--- src/rtl/hack_fetch_unit_if.sv ---
// rtl/hack_fetch_unit_if.sv - ROM fetch, instruction hand-off and status signals of the Hack fetch unit
interface hack_fetch_unit_if #(
  parameter int ADDR_W = 15,
  parameter int DATA_W = 16,
  parameter int CNT_W  = 32
);
  logic              rom_req_valid;
  logic              rom_req_ready;
  logic [ADDR_W-1:0] rom_addr;
  logic              rom_rsp_valid;
  logic [DATA_W-1:0] rom_rsp_data;
  logic              instr_valid;
  logic              instr_ready;
  logic [DATA_W-1:0] instr;
  logic [ADDR_W-1:0] instr_pc;
  logic              br_taken;
  logic [ADDR_W-1:0] br_target;
  logic [CNT_W-1:0]  retired_cnt;
  logic              spurious_rsp;

  modport master (
    output rom_req_valid, rom_addr, instr_valid, instr, instr_pc, retired_cnt, spurious_rsp,
    input  rom_req_ready, rom_rsp_valid, rom_rsp_data, instr_ready, br_taken, br_target
  );

  modport slave (
    input  rom_req_valid, rom_addr, instr_valid, instr, instr_pc, retired_cnt, spurious_rsp,
    output rom_req_ready, rom_rsp_valid, rom_rsp_data, instr_ready, br_taken, br_target
  );
endinterface

--- src/rtl/hack_fetch_unit.sv ---
// rtl/hack_fetch_unit.sv - Hack CPU fetch sequencer: one outstanding ROM fetch, PC update on retire
module hack_fetch_unit #(
  parameter int          ADDR_W    = 15,
  parameter int          DATA_W    = 16,
  parameter int unsigned RESET_VEC = 0,
  parameter int          CNT_W     = 32
) (
  input logic             clk,
  input logic             reset,
  hack_fetch_unit_if.master bus
);

  typedef enum logic [1:0] {S_REQ, S_WAIT, S_HOLD} state_e;

  state_e            state_q, state_d;
  logic [ADDR_W-1:0] pc_q, pc_d;
  logic [ADDR_W-1:0] instr_pc_q, instr_pc_d;
  logic [DATA_W-1:0] instr_q, instr_d;
  logic [CNT_W-1:0]  cnt_q, cnt_d;
  logic              spur_q, spur_d;
  logic              retire;
  logic              rsp_accept;

  always_ff @(posedge clk) begin
    if (reset) begin
      state_q <= S_REQ;
    end else begin
      state_q <= state_d;
    end
  end

  always_comb begin
    state_d = state_q;
    case (state_q)
      S_REQ:   if (bus.rom_req_ready) state_d = S_WAIT;
      S_WAIT:  if (bus.rom_rsp_valid) state_d = S_HOLD;
      S_HOLD:  if (bus.instr_ready)   state_d = S_REQ;
      default: state_d = S_REQ;
    endcase
  end

  always_comb begin
    bus.rom_req_valid = (state_q == S_REQ);
    bus.instr_valid   = (state_q == S_HOLD);
  end

  // A response is only meaningful while waiting; anything else is dropped and flagged.
  always_comb begin
    retire     = (state_q == S_HOLD) && bus.instr_ready;
    rsp_accept = (state_q == S_WAIT) && bus.rom_rsp_valid;
    pc_d       = pc_q;
    instr_d    = instr_q;
    instr_pc_d = instr_pc_q;
    cnt_d      = cnt_q;
    spur_d     = spur_q | (bus.rom_rsp_valid && (state_q != S_WAIT));
    if (rsp_accept) begin
      instr_d    = bus.rom_rsp_data;
      instr_pc_d = pc_q;
    end
    if (retire) begin
      pc_d  = bus.br_taken ? bus.br_target : pc_q + 1'b1;
      cnt_d = cnt_q + 1'b1;
    end
  end

  always_ff @(posedge clk) begin
    if (reset) begin
      pc_q       <= ADDR_W'(RESET_VEC);
      instr_q    <= '0;
      instr_pc_q <= '0;
      cnt_q      <= '0;
      spur_q     <= 1'b0;
    end else begin
      pc_q       <= pc_d;
      instr_q    <= instr_d;
      instr_pc_q <= instr_pc_d;
      cnt_q      <= cnt_d;
      spur_q     <= spur_d;
    end
  end

  assign bus.rom_addr     = pc_q;
  assign bus.instr        = instr_q;
  assign bus.instr_pc     = instr_pc_q;
  assign bus.retired_cnt  = cnt_q;
  assign bus.spurious_rsp = spur_q;

endmodule

--- src/flat_wrapper.sv ---
// flat-port wrapper written by rule: the top's interface ports become plain ports
module hack_fetch_unit_flat 
#(
  parameter int          ADDR_W    = 15,
  parameter int          DATA_W    = 16,
  parameter int unsigned RESET_VEC = 0,
  parameter int          CNT_W     = 32
)
  (clk, reset, bus_rom_req_valid, bus_rom_addr, bus_instr_valid, bus_instr, bus_instr_pc, bus_retired_cnt, bus_spurious_rsp, bus_rom_req_ready, bus_rom_rsp_valid, bus_rom_rsp_data, bus_instr_ready, bus_br_taken, bus_br_target);
  hack_fetch_unit_if #(.ADDR_W(ADDR_W), .DATA_W(DATA_W), .CNT_W(CNT_W)) bus_i ();
  input logic clk;
  input logic reset;
  output wire logic [$bits(bus_i.rom_req_valid)-1:0] bus_rom_req_valid;
  output wire logic [$bits(bus_i.rom_addr)-1:0] bus_rom_addr;
  output wire logic [$bits(bus_i.instr_valid)-1:0] bus_instr_valid;
  output wire logic [$bits(bus_i.instr)-1:0] bus_instr;
  output wire logic [$bits(bus_i.instr_pc)-1:0] bus_instr_pc;
  output wire logic [$bits(bus_i.retired_cnt)-1:0] bus_retired_cnt;
  output wire logic [$bits(bus_i.spurious_rsp)-1:0] bus_spurious_rsp;
  input wire logic [$bits(bus_i.rom_req_ready)-1:0] bus_rom_req_ready;
  input wire logic [$bits(bus_i.rom_rsp_valid)-1:0] bus_rom_rsp_valid;
  input wire logic [$bits(bus_i.rom_rsp_data)-1:0] bus_rom_rsp_data;
  input wire logic [$bits(bus_i.instr_ready)-1:0] bus_instr_ready;
  input wire logic [$bits(bus_i.br_taken)-1:0] bus_br_taken;
  input wire logic [$bits(bus_i.br_target)-1:0] bus_br_target;
  assign bus_rom_req_valid = bus_i.rom_req_valid;
  assign bus_rom_addr = bus_i.rom_addr;
  assign bus_instr_valid = bus_i.instr_valid;
  assign bus_instr = bus_i.instr;
  assign bus_instr_pc = bus_i.instr_pc;
  assign bus_retired_cnt = bus_i.retired_cnt;
  assign bus_spurious_rsp = bus_i.spurious_rsp;
  assign bus_i.rom_req_ready = bus_rom_req_ready;
  assign bus_i.rom_rsp_valid = bus_rom_rsp_valid;
  assign bus_i.rom_rsp_data = bus_rom_rsp_data;
  assign bus_i.instr_ready = bus_instr_ready;
  assign bus_i.br_taken = bus_br_taken;
  assign bus_i.br_target = bus_br_target;
  hack_fetch_unit #(.ADDR_W(ADDR_W), .DATA_W(DATA_W), .RESET_VEC(RESET_VEC), .CNT_W(CNT_W)) u_core (.clk(clk), .reset(reset), .bus(bus_i));
endmodule
--- config.mk ---
export PLATFORM = sky130hd
export DESIGN_NAME = hack_fetch_unit_flat
export DESIGN_NICKNAME = d
export VERILOG_FILES = /design/src/rtl/hack_fetch_unit_if.sv /design/src/rtl/hack_fetch_unit.sv /design/src/flat_wrapper.sv
export SDC_FILE = /design/constraint.sdc
export NUM_CORES = 1
export LEC_CHECK = 0
export BUFFER_PORTS_ARGS = -buffer_cell sky130_fd_sc_hd__buf_2
export CAP_MARGIN = 20
export CORE_MARGIN = 5
export CORE_UTILIZATION = 30
export DETAILED_ROUTE_END_ITERATION = 10
export GPL_TIMING_DRIVEN = 0
export SYNTH_ARGS = -nofsm -noshare
export SYNTH_HDL_FRONTEND = slang
export SYNTH_SLANG_ARGS = --single-unit
--- constraint.sdc ---
create_clock -name clk -period 4.3 [get_ports clk]
set_clock_uncertainty 0.05 [all_clocks]
set_input_delay 0.86 -clock clk [delete_from_list [all_inputs] [get_ports clk]]
set_output_delay 0.86 -clock clk [all_outputs]
set_load 0.02 [all_outputs]
==> results.json <==
{
  "cts_buffers": 9,
  "worst_pin_slew_ns": 0.651,
  "p_comb_share_pct": 7.0,
  "timing.slew.headroom_pct": 56.6,
  "clkSinkCount": 81,
  "htree_levels": 3,
  "drive_gt1_share_pct": 24.7,
  "synthMuxAreaShare_pct": 4.45,
  "vias": 3804,
  "cts_root_buffer": "clkbuf_16",
  "critPathCaptureType": "flop",
  "drv_slew": 0,
  "clkPwrFrac_pct": 47.0,
  "setup_viol": 0,
  "fp.coreArea_um2": 12100,
  "first_pass_iters": 4,
  "ys_seq_area_share_pct": 43.3,
  "intPower_w": 0.00128,
  "drt_first_iter_violations": 237,
  "crit_path_start_kind": "primary input",
  "io_buffers": 116,
  "dp.cells": 752,
  "clk_pin_slew_worst_paths_ns": 0.06,
  "dieArea_um2": 14800,
  "grt_first_pass_wirelength_um": 18000,
  "fp-row-count": 40,
  "synth_top_family_by_area": "simple AND/OR/NAND/NOR gates",
  "critPathKind": "in2reg",
  "overflow": 0,
  "antenna_found_initial": 0,
  "fin_setup_tns_ns": 0,
  "fmaxAchievable_mhz": 414,
  "p_seq_share_pct": 46.0,
  "hpwlAfterDp_um": 8540,
  "fp.dieH_um": 122,
  "die-width_um": 122,
  "ys_async_sr_fraction_pct": 0,
  "cts_buffer_depth": 2,
  "status": "complete, no violations",
  "synth-simple-area-share_pct": 29.1,
  "switching_power_w": 0.000397,
  "ys_ff_latch": 81,
  "synth_edf_count": 0,
  "path_max_fanout": 10,
  "drt-total-wl_um": 11500,
  "syn_avg_cell_area_um2": 8.00,
  "cp.required_ns": 4.48,
  "utilization_pct": 39.9,
  "synthFlopType": "dfxtp_1",
  "max_cap_viol_count": 0,
  "synthCells": 468,
  "grt_pass1_vias": 3570,
  "hold_viol_final": 0,
  "syn_nets": 507,
  "antenna_left": 0,
  "via_per_inst": 4.96,
  "gp_congestion": 0.811,
  "ios": 118,
  "finalNonFillerCells": 767,
  "netlist_area_um2": 3740,
  "track_usage_pct": 15.3,
  "finalCriticalPeriod_ns": 2.41,
  "drc_errors": 0,
  "nFillCells": 1301,
  "area.sequential_um2": 1620,
  "worstSkewPairLatency_ns": 0.34,
  "wl_per_cell_um": 14.9,
  "synth_warnings": 0,
  "synthToLayoutAreaGrowth_pct": 29.0,
  "ctsResizeCount": 0,
  "grt_max_degree": 13,
  "synth_xor_area_share_pct": 2.57,
  "cts_tree": "yes",
  "total_leakage_power_nw": 1.95,
  "synth_compound_area_share_pct": 15.5,
  "multi_input_area_um2": 1960,
  "hold_class": "reg2reg",
  "ir_worst_vdd_v": 0.000166,
  "diodes": 0,
  "final_nets": 634,
  "arrival_ns": 2.59,
  "rsz0062_at_grt": "no",
  "postCtsHoldBufs": 0,
  "p_per_area_nw_per_um2": 347,
  "start_util_pct": 30.9,
  "post-cts-setup-buffers": 0,
  "synthAdderAreaFrac_pct": 0.668,
  "synth.distinct_cells": 46,
  "p_sw_share_pct": 23.7,
  "final.period_utilization_pct": 56.1
}
## worst paths after layout
check / end / slack (ns) / start / cells past startpoint
worst min-delay path: u_core.bus.instr_pc[11] / 0.40 / u_core.bus.instr_pc[11] / 2
worst max register to register: u_core.bus.retired_cnt[21] / 2.02 / u_core.state_q[1] / 5
worst min register to register: u_core.bus.instr_pc[11] / 0.40 / u_core.bus.instr_pc[11] / 2
worst max-delay path: u_core.bus.retired_cnt[21] / 1.89 / bus_instr_ready / 6
## layout make-up
| type | instances | share of cell area (%) |
|---|---|---|
| flip-flops and latches | 81 | 33.6 |
| plain buffers | 33 | 2.75 |
| repair buffers | 116 | 12.0 |
| clock buffers | 12 | 5.31 |
| well taps | 168 | 4.35 |
| clock inverters | 3 | 0.829 |
| inverters | 9 | 0.699 |
| multi-input cells | 345 | 40.5 |
## power by group through the flow
stage / registers [W] / clock network, W / logic (W)
3_3_place_gp: 0.000787 / 0 / 0.000117
5_1_grt: 0.000773 / 0.000839 / 0.000130
6_report: 0.000771 / 0.000787 / 0.000117
3_5_place_dp: 0.000788 / 0 / 0.000119
4_1_cts: 0.000771 / 0.000803 / 0.000119
2_1_floorplan: 0.000798 / 0 / 0.0000559
## per-stage QoR
| step | power [W] | hold slack [ns] | worst slack (ns) | cell area [um^2] |
|---|---|---|---|---|
| final | 0.00168 | 0.401 | 1.89 | 4830 |
| after global routing | 0.00174 | 0.423 | 1.74 | 4830 |
| after CTS | 0.00169 | 0.403 | 1.86 | 4830 |
| after detailed placement | 0.000907 | 0.394 | 1.48 | 4530 |
| after global placement | 0.000904 | 0.389 | 1.53 | 4530 |
| after floorplan | 0.000854 | 0.446 | 1.99 | 3740 |
## Yosys cell counts (all sizes together) (2+ instances only)
| master | number | area (um^2) |
|---|---|---|
| ha | 2 | 25.0 |
| nor2 | 40 | 150 |
| nand2 | 86 | 323 |
| nor2b | 10 | 62.6 |
| nand3b | 3 | 22.5 |
| nand4 | 13 | 81.3 |
| mux2i | 2 | 20.0 |
| and3 | 5 | 31.3 |
| nor3 | 10 | 50.1 |
| o31ai | 10 | 75.1 |
| mux2 | 13 | 146 |
| nand2b | 2 | 12.5 |
| a21o | 2 | 15.0 |
| dfxtp | 81 | 1620 |
| and4 | 8 | 70.1 |
| o21ai | 10 | 50.1 |
| a2111oi | 2 | 17.5 |
| nand3 | 17 | 85.1 |
| a211oi | 2 | 15.0 |
| xnor2 | 8 | 70.1 |
| nor4 | 10 | 75.1 |
| and2 | 2 | 12.5 |
| a21oi | 51 | 255 |
| xor2 | 3 | 26.3 |
| a22o | 3 | 26.3 |
| or4 | 5 | 37.5 |
| clkbuf | 28 | 105 |
| buf | 5 | 27.5 |
| and3b | 2 | 17.5 |
| a31oi | 7 | 43.8 |
| o2bb2ai | 3 | 26.3 |
| or3 | 4 | 25.0 |
| inv | 9 | 33.8 |
## state kept, by name (all words and copies together), names as in the netlist
signal and cells:
u_core.bus.instr 16, u_core.bus.rom_addr 15, u_core.bus.spurious_rsp 1, u_core.bus.retired_cnt 32
u_core.state_q 2, u_core.bus.instr_pc 15
## layout by cell type, fill, tap and decap left out, drive strengths merged, types with 2 or more instances in the layout
master / instances
a2111oi: 2
a211oi: 2
a21o: 2
a21oi: 51
a22o: 3
a31oi: 7
and2: 2
and3: 5
and3b: 2
and4: 8
buf: 121
clkbuf: 40
clkinv: 2
dfxtp: 81
ha: 2
inv: 9
mux2: 13
mux2i: 2
nand2: 86
nand2b: 2
nand3: 17
nand3b: 3
nand4: 13
nor2: 40
nor2b: 10
nor3: 10
nor4: 10
o21ai: 10
o2bb2ai: 3
o31ai: 10
or3: 4
or4: 5
xnor2: 8
xor2: 3
## logic make-up (layout without fill, tap and decap cells)
logic type / count (synthesis) / count (layout)
xor+xnor: 11 / 11
buf+inv: 42 / 173
compound gates: 96 / 96
fa+ha+maj: 2 / 2
flops: 81 / 81
simple gates: 221 / 221
mux: 15 / 15
## per-layer routing
layer / routed length, um / global-route usage, %
met5: 0 / 0
met4: 225 / 6.16
met3: 599 / 3.44
met2: 5300 / 24.5
met1: 5330 / 19.9
## critical path: stages
cell,delay [ns]
buf_2,0.11
nand3b_1,0.32
or3_1,0.47
clkbuf_1,0.22
nor4_1,0.24
mux2_2,0.37
Power figures use the tool's default switching activity.
